<file path="src/rtl/pwm_pkg.sv">
// Shared definitions for the PWM duty fader: FSM states, register map and CTRL bit positions.
package pwm_pkg;

  typedef enum logic [1:0] {IDLE, WAIT, STEP} fade_state_t;

  localparam logic [1:0] ADDR_TARGET = 2'd0;
  localparam logic [1:0] ADDR_STEP   = 2'd1;
  localparam logic [1:0] ADDR_RATE   = 2'd2;
  localparam logic [1:0] ADDR_CTRL   = 2'd3;

  localparam int EN_BIT  = 0;
  localparam int IMM_BIT = 1;

endpackage

</file>
<file path="src/rtl/pwm_period_timer.sv">
// Free-running PWM period counter; PERIOD_TICK is high on the last cycle of each period.
module pwm_period_timer #(
  parameter int PERIOD_LEN = 256
) (
  input  logic CLK,
  input  logic RST,
  output logic PERIOD_TICK
);

  localparam logic [7:0] LAST = 8'(PERIOD_LEN - 1);

  logic [7:0] cnt_q;
  logic [7:0] cnt_nx;

  always_comb begin
    cnt_nx = (cnt_q == LAST) ? 8'd0 : cnt_q + 8'd1;
  end

  // Tick is registered from the next count so it lines up with cnt_q == LAST.
  always_ff @(posedge CLK) begin
    if (RST) begin
      cnt_q       <= 8'd0;
      PERIOD_TICK <= 1'b0;
    end else begin
      cnt_q       <= cnt_nx;
      PERIOD_TICK <= (cnt_nx == LAST);
    end
  end

endmodule

</file>
<file path="src/rtl/pwm_fade_ctrl.sv">
// Ramps the PWM duty toward a written target, one step per (RATE+1) periods,
// updating DUTY only on the first cycle of a period.
module pwm_fade_ctrl
  import pwm_pkg::*;
#(
  parameter int PERIOD_LEN = 256
) (
  input  logic       CLK,
  input  logic       RST,
  input  logic       WR_EN,
  input  logic [1:0] WR_ADDR,
  input  logic [7:0] WR_DATA,
  output logic [7:0] DUTY,
  output logic       PERIOD_TICK,
  output logic       BUSY,
  output logic       DONE
);

  fade_state_t state_q;
  logic [7:0]  tgt_q, step_q, rate_q, wait_q;
  logic        en_q, imm_q;

  logic        wr_tgt, wr_step, wr_rate, wr_ctrl;
  logic [7:0]  tgt_nx, rate_nx, duty_step;
  logic        en_nx;

  // 9-bit intermediates keep both directions free of wrap-around.
  function automatic logic [7:0] step_toward(input logic [7:0] cur, input logic [7:0] tgt,
                                             input logic [7:0] stp, input logic imm);
    logic [8:0] sum;
    logic [8:0] dif;
    logic [7:0] res;
    sum = {1'b0, cur} + {1'b0, stp};
    dif = (stp > cur) ? 9'd0 : ({1'b0, cur} - {1'b0, stp});
    if (imm || (cur == tgt))
      res = tgt;
    else if (cur < tgt)
      res = (sum > {1'b0, tgt}) ? tgt : sum[7:0];
    else
      res = (dif < {1'b0, tgt}) ? tgt : dif[7:0];
    return res;
  endfunction

  pwm_period_timer #(.PERIOD_LEN(PERIOD_LEN)) u_timer (
    .CLK         (CLK),
    .RST         (RST),
    .PERIOD_TICK (PERIOD_TICK)
  );

  always_comb begin
    wr_tgt    = WR_EN && (WR_ADDR == ADDR_TARGET);
    wr_step   = WR_EN && (WR_ADDR == ADDR_STEP);
    wr_rate   = WR_EN && (WR_ADDR == ADDR_RATE);
    wr_ctrl   = WR_EN && (WR_ADDR == ADDR_CTRL);
    tgt_nx    = wr_tgt  ? WR_DATA : tgt_q;
    rate_nx   = wr_rate ? WR_DATA : rate_q;
    en_nx     = wr_ctrl ? WR_DATA[EN_BIT] : en_q;
    duty_step = step_toward(DUTY, tgt_q, step_q, imm_q);
  end

  // A step uses the old target; DONE is judged against the target as it will be after this edge.
  always_ff @(posedge CLK) begin
    if (RST) begin
      state_q <= IDLE;
      tgt_q   <= 8'h00;
      step_q  <= 8'h01;
      rate_q  <= 8'h00;
      wait_q  <= 8'h00;
      en_q    <= 1'b0;
      imm_q   <= 1'b0;
      DUTY    <= 8'h00;
      BUSY    <= 1'b0;
      DONE    <= 1'b0;
    end else begin
      DONE <= 1'b0;
      if (wr_tgt)  tgt_q  <= WR_DATA;
      if (wr_step) step_q <= (WR_DATA == 8'h00) ? 8'h01 : WR_DATA;
      if (wr_rate) rate_q <= WR_DATA;
      if (wr_ctrl) begin
        en_q  <= WR_DATA[EN_BIT];
        imm_q <= WR_DATA[IMM_BIT];
      end
      case (state_q)
        IDLE: begin
          if (en_nx && (DUTY != tgt_nx)) begin
            state_q <= WAIT;
            wait_q  <= rate_nx;
            BUSY    <= 1'b1;
          end
        end
        WAIT: begin
          if (!en_nx) begin
            state_q <= IDLE;
            BUSY    <= 1'b0;
          end else if (PERIOD_TICK) begin
            if (wait_q == 8'd0) begin
              DUTY    <= duty_step;
              DONE    <= (duty_step == tgt_nx);
              state_q <= STEP;
            end else begin
              wait_q <= wait_q - 8'd1;
            end
          end
        end
        STEP: begin
          if ((DUTY == tgt_q) || !en_nx) begin
            state_q <= IDLE;
            BUSY    <= 1'b0;
          end else begin
            state_q <= WAIT;
            wait_q  <= rate_nx;
          end
        end
        default: begin
          state_q <= IDLE;
          BUSY    <= 1'b0;
        end
      endcase
    end
  end

endmodule

</file>
<file path="config.mk">
export PLATFORM = sky130hd
export DESIGN_NAME = pwm_fade_ctrl
export DESIGN_NICKNAME = d
export VERILOG_FILES = /design/src/rtl/pwm_pkg.sv /design/src/rtl/pwm_period_timer.sv /design/src/rtl/pwm_fade_ctrl.sv
export SDC_FILE = /design/constraint.sdc
export NUM_CORES = 1
export LEC_CHECK = 0
export ABC_AREA = 1
export CAP_MARGIN = 5
export CORE_MARGIN = 2
export CORE_UTILIZATION = 40
export DETAILED_ROUTE_END_ITERATION = 10
export PLACE_DENSITY = 0.65
export SETUP_SLACK_MARGIN = 0.15
export SYNTH_ARGS = -nofsm -noshare
export SYNTH_HDL_FRONTEND = slang
export SYNTH_SLANG_ARGS = --single-unit
</file>
<file path="constraint.sdc">
create_clock -name CLK -period 4.6 [get_ports CLK]
set_input_delay 0.69 -clock CLK [delete_from_list [all_inputs] [get_ports CLK]]
set_output_delay 0.69 -clock CLK [all_outputs]
set_load 0.03 [all_outputs]
</file>
==> flow_summary.html <==
<table>
<tr><th>Metric</th><th>Value</th></tr>
<tr><th colspan="2">Outcome</th></tr>
<tr><td>Status</td><td>completed</td></tr>
<tr><th colspan="2">Power and ir drop</th></tr>
<tr><td>Net switching share of the total power</td><td>between 30% and 40%</td></tr>
<tr><td>P_leak</td><td>between 2 and 3 nW</td></tr>
<tr><td>Largest vdd supply drop</td><td>204.7 µV</td></tr>
<tr><td>Final total power</td><td>roughly 1.3 mW</td></tr>
<tr><td>Cell Pwr Density</td><td>264.1 mW/mm²</td></tr>
<tr><td>Design internal power</td><td>approximately 0.83 mW</td></tr>
<tr><td>Switching pwr</td><td>0.4760 mW</td></tr>
<tr><td>Share of power burned in registers</td><td>39.3%</td></tr>
<tr><td>Part of the power in the clock network</td><td>25.5%</td></tr>
<tr><td>Part of the power in combinational logic</td><td>a little over a third</td></tr>
<tr><th colspan="2">Yosys</th></tr>
<tr><td>Register area share after synthesis</td><td>around a quarter</td></tr>
<tr><td>Syn Inst Count</td><td>675</td></tr>
<tr><td>Yosys top cell area share</td><td>around a quarter</td></tr>
<tr><td>Largest cells by area after synthesis</td><td>dfxtp_1 (24%), nand2_1 (13%), ha_1 (12%), nand3_1 (7.7%), inv_1 (7.4%)</td></tr>
<tr><td>Post-Synthesis Mean Instance Area</td><td>~6.7 µm²</td></tr>
<tr><td>Async set or reset register ratio after synthesis</td><td>0%</td></tr>
<tr><td>Register bit count reported by yosys</td><td>55</td></tr>
<tr><td>Post-synth cell types</td><td>44</td></tr>
<tr><td>Predominant post-synthesis flop cell</td><td>dfxtp_1</td></tr>
<tr><td>Number of enable-type register cells in the synthesized netlist</td><td>0</td></tr>
<tr><td>Total number of yosys warnings</td><td>0</td></tr>
<tr><td>Biggest area consumer among synthesized cells</td><td>dfxtp_1</td></tr>
<tr><td>Synth Cell Area</td><td>between 0.004 and 0.005 mm²</td></tr>
<tr><td>Net count after synthesis</td><td>around 730</td></tr>
<tr><th colspan="2">CTS</th></tr>
<tr><td>Worst-case clock buffer depth</td><td>2</td></tr>
<tr><td>Count of hold buffers inserted by post-cts repair</td><td>0</td></tr>
<tr><td>Root buffer selected by CTS</td><td>clkbuf_8</td></tr>
<tr><td>Clock latency on the worst-skew pair</td><td>about 310 ps</td></tr>
<tr><td>Count of cells resized by post-cts repair</td><td>0</td></tr>
<tr><td>CTS tree</td><td>yes</td></tr>
<tr><td>H-tree levels</td><td>2</td></tr>
<tr><td>Number of buffers inserted to repair setup after CTS</td><td>0</td></tr>
<tr><td>Number of buffers created by CTS</td><td>5</td></tr>
<tr><td>Worst-path clk slew</td><td>100 ps</td></tr>
<tr><td>Clock sink total</td><td>55</td></tr>
<tr><th colspan="2">Detailed routing</th></tr>
<tr><td>Pre-antenna DRT Iters</td><td>5</td></tr>
<tr><td>Final routed wirelength across all metal layers</td><td>between 10000 and 15000 µm</td></tr>
<tr><td>Starting DRT DRC Count</td><td>approximately 300</td></tr>
<tr><td>Vias/cell</td><td>between 5 and 6</td></tr>
<tr><td>Routed via count</td><td>4330</td></tr>
<tr><td>Routed WL per cell</td><td>14.60 µm</td></tr>
<tr><td>Post-detailed-route DRC marker count</td><td>0</td></tr>
<tr><td>Detail Route Antenna Nets</td><td>0</td></tr>
<tr><th colspan="2">Final layout</th></tr>
<tr><td>Number of fillers in the final layout</td><td>around 1100</td></tr>
<tr><td>Syn-to-layout area delta</td><td>9.869%</td></tr>
<tr><td>Highest-count cells in the layout ignoring fill and taps</td><td>nand2_1 (150), inv_1 (89), nor2_1 (74)</td></tr>
<tr><td>Area used by multi-input combinational logic</td><td>about 0.003 mm²</td></tr>
<tr><td>Count of antenna diodes in the layout</td><td>0</td></tr>
<tr><td>Layout cells sized above 1</td><td>~7.1%</td></tr>
<tr><td>Sequential cell area</td><td>about 0.0011 mm²</td></tr>
<tr><td>End-of-flow core utilization</td><td>a little under half</td></tr>
<tr><td>Final layout net count</td><td>750</td></tr>
<tr><td>Most common cell after layout, fill and taps aside</td><td>nand2_1</td></tr>
<tr><th colspan="2">Worst setup path</th></tr>
<tr><td>CP max stage cell</td><td>fa_1</td></tr>
<tr><td>Worst path arrival time</td><td>about 4200 ps</td></tr>
<tr><td>Required time of the worst setup path</td><td>about 4900 ps</td></tr>
<tr><td>Kind of capture point of the worst setup path</td><td>flop</td></tr>
<tr><td>Dominant cell type by count on the critical path</td><td>nand2_1</td></tr>
<tr><td>Worst-path maximum fanout</td><td>10</td></tr>
<tr><td>Reg2reg setup slack</td><td>roughly 660 ps</td></tr>
<tr><td>Type of element launching the critical path</td><td>flop</td></tr>
<tr><td>Maximum single-stage delay on the critical path</td><td>~410 ps</td></tr>
<tr><td>Critical path type</td><td>flop to flop</td></tr>
<tr><th colspan="2">Timing</th></tr>
<tr><td>Final cycle utilization of the critical path</td><td>85.75%</td></tr>
<tr><td>Setup repair after global routing missed its margin</td><td>no</td></tr>
<tr><td>Post-route clock skew</td><td>approximately 6.4 ps</td></tr>
<tr><td>Max Slew Vio Count</td><td>0</td></tr>
<tr><td>Number of setup violations in the final report</td><td>0</td></tr>
<tr><td>Setup Total Neg Slack</td><td>0 ps</td></tr>
<tr><td>Slew at the pin with the worst max-slew slack</td><td>approximately 890 ps</td></tr>
<tr><td>Hold Violations, Final</td><td>0</td></tr>
<tr><td>Worst slew slack as a fraction of its limit</td><td>roughly 40%</td></tr>
<tr><td>Time the worst path needs with I/O delays and setup</td><td>3944 ps</td></tr>
<tr><td>Achievable clock frequency</td><td>about 250 MHz</td></tr>
<tr><th colspan="2">GRT</th></tr>
<tr><td>Global router's overall resource usage</td><td>approximately a fifth</td></tr>
<tr><td>Number of global-route vias before repair</td><td>roughly 4000</td></tr>
<tr><td>Antenna violations before repair</td><td>0</td></tr>
<tr><td>Global-route wire length before repair</td><td>between 20000 and 25000 µm</td></tr>
<tr><td>Maximum number of pins on one net before global-route repair</td><td>21</td></tr>
<tr><td>Total global routing overflow</td><td>0</td></tr>
<tr><th colspan="2">Die</th></tr>
<tr><td>Placement row count</td><td>38</td></tr>
<tr><td>Overall die width</td><td>between 100 and 150 µm</td></tr>
<tr><td>Placeable Area</td><td>about 0.011 mm²</td></tr>
<tr><td>Chip Height</td><td>110.1 µm</td></tr>
<tr><td>Initial Util</td><td>41.34%</td></tr>
<tr><td>Top-level port count</td><td>24</td></tr>
<tr><td>Die area</td><td>0.01212 mm²</td></tr>
<tr><th colspan="2">Min path</th></tr>
<tr><td>Hold crit path type</td><td>flop to flop</td></tr>
<tr><th colspan="2">Place</th></tr>
<tr><td>Global placer's final weighted congestion</td><td>~1.0</td></tr>
<tr><td>Buffers added on ports</td><td>23</td></tr>
<tr><td>Detailed placer's ending HPWL</td><td>between 9000 and 10000 µm</td></tr>
<tr><th colspan="2">Run</th></tr>
<tr><td>Maximum capacitance violations</td><td>0</td></tr>
</table>
-- power groups by stage --
stage / Clock [mW] / Sequential [mW] / Combinational, mW
final: 0.332 / 0.513 / 0.460
after global routing: 0.362 / 0.516 / 0.516
after CTS: 0.343 / 0.513 / 0.455
after detailed placement: 0 / 0.524 / 0.453
after global placement: 0 / 0.524 / 0.446
after floorplan: 0 / 0.522 / 0.354
-- stage by stage --
| step | setup slack (ps) | area [µm²] | hold WS, ps | std cells |
|---|---|---|---|---|
| detailed placement | 726.0 | 4827 | 438.8 | 825 |
| global placement | 801.8 | 4827 | 442.1 | 825 |
| floorplan | 1279 | 4501 | 424.1 | 675 |
| finish | 655.6 | 4945 | 452.1 | 833 |
| CTS | 703.1 | 4945 | 454.8 | 833 |
| global route | 324.3 | 4945 | 486.7 | 833 |
-- final timing paths --
kind                 from    end  cells after the start
setup / recovery  DUTY[0]   DONE                     26
hold / removal      imm_q  imm_q                      2
setup reg to reg  DUTY[0]   DONE                     26
hold reg to reg     imm_q  imm_q                      2
-- kinds of logic (layout without fill, tap and decap cells) --
group / count (synthesis) / count (layout) / synth area share (%)
multiplexers: 8 / 8 / 1.779
adder cells (fa/ha/maj): 45 / 45 / 12.84
AO/OA/AOI/OAI: 89 / 89 / 11.59
flip-flops: 55 / 55 / 24.46
AND/OR/NAND/NOR: 346 / 346 / 35.20
XOR/XNOR: 19 / 19 / 3.698
buffers and inverters: 113 / 131 / 10.43
-- per-layer routing --
layer / global-route usage [%] / vias to the layer above / part of all wire [%]
li1: - / 2222 / -
met1: 27.87 / 1946 / 45
met2: 35.89 / 132 / 47
met3: 1.999 / 30 / 5.2
met4: 7.505 / 0 / 2.8
met5: 0 / - / 0
-- final cells by class --
| type | count | area share (%) |
|---|---|---|
| multi-input combinational | 507 | 59.26 |
| sequential | 55 | 22.27 |
| inverter | 96 | 7.287 |
| timing repair buffer | 27 | 5.263 |
| tap | 140 | 3.543 |
| clock buffer | 6 | 1.670 |
| clock inverter | 2 | 0.7085 |
-- flip-flops by register name, indices dropped and copies added, names as in the netlist, 2 cells and up --
register / cells
DUTY: 8
rate_q: 8
state_q: 2
step_q: 8
tgt_q: 8
u_timer.cnt_q: 8
wait_q: 8
-- Yosys cell counts, types with 7 or more instances --
| cell | n |
|---|---|
| clkbuf_1 | 7 |
| inv_1 | 89 |
| nand2_2 | 9 |
| o21ai_1 | 7 |
| o21ai_0 | 25 |
| xor2_1 | 14 |
| ha_1 | 43 |
| nor3_1 | 7 |
| mux2i_1 | 8 |
| a21oi_1 | 37 |
| nor2_1 | 74 |
| nand2_1 | 150 |
| nand3_1 | 69 |
| dfxtp_1 | 55 |
| nand4_1 | 11 |
-- worst max-delay path, delay by kind of cell (launching register included) --
family,cells,cell delay (ps)
AO/OA/AOI/OAI,3,640
adder cells (fa/ha/maj),3,860
buffers and inverters,2,240
AND/OR/NAND/NOR,18,1750
flip-flops,1,390
(Power assumes the default switching activity.)
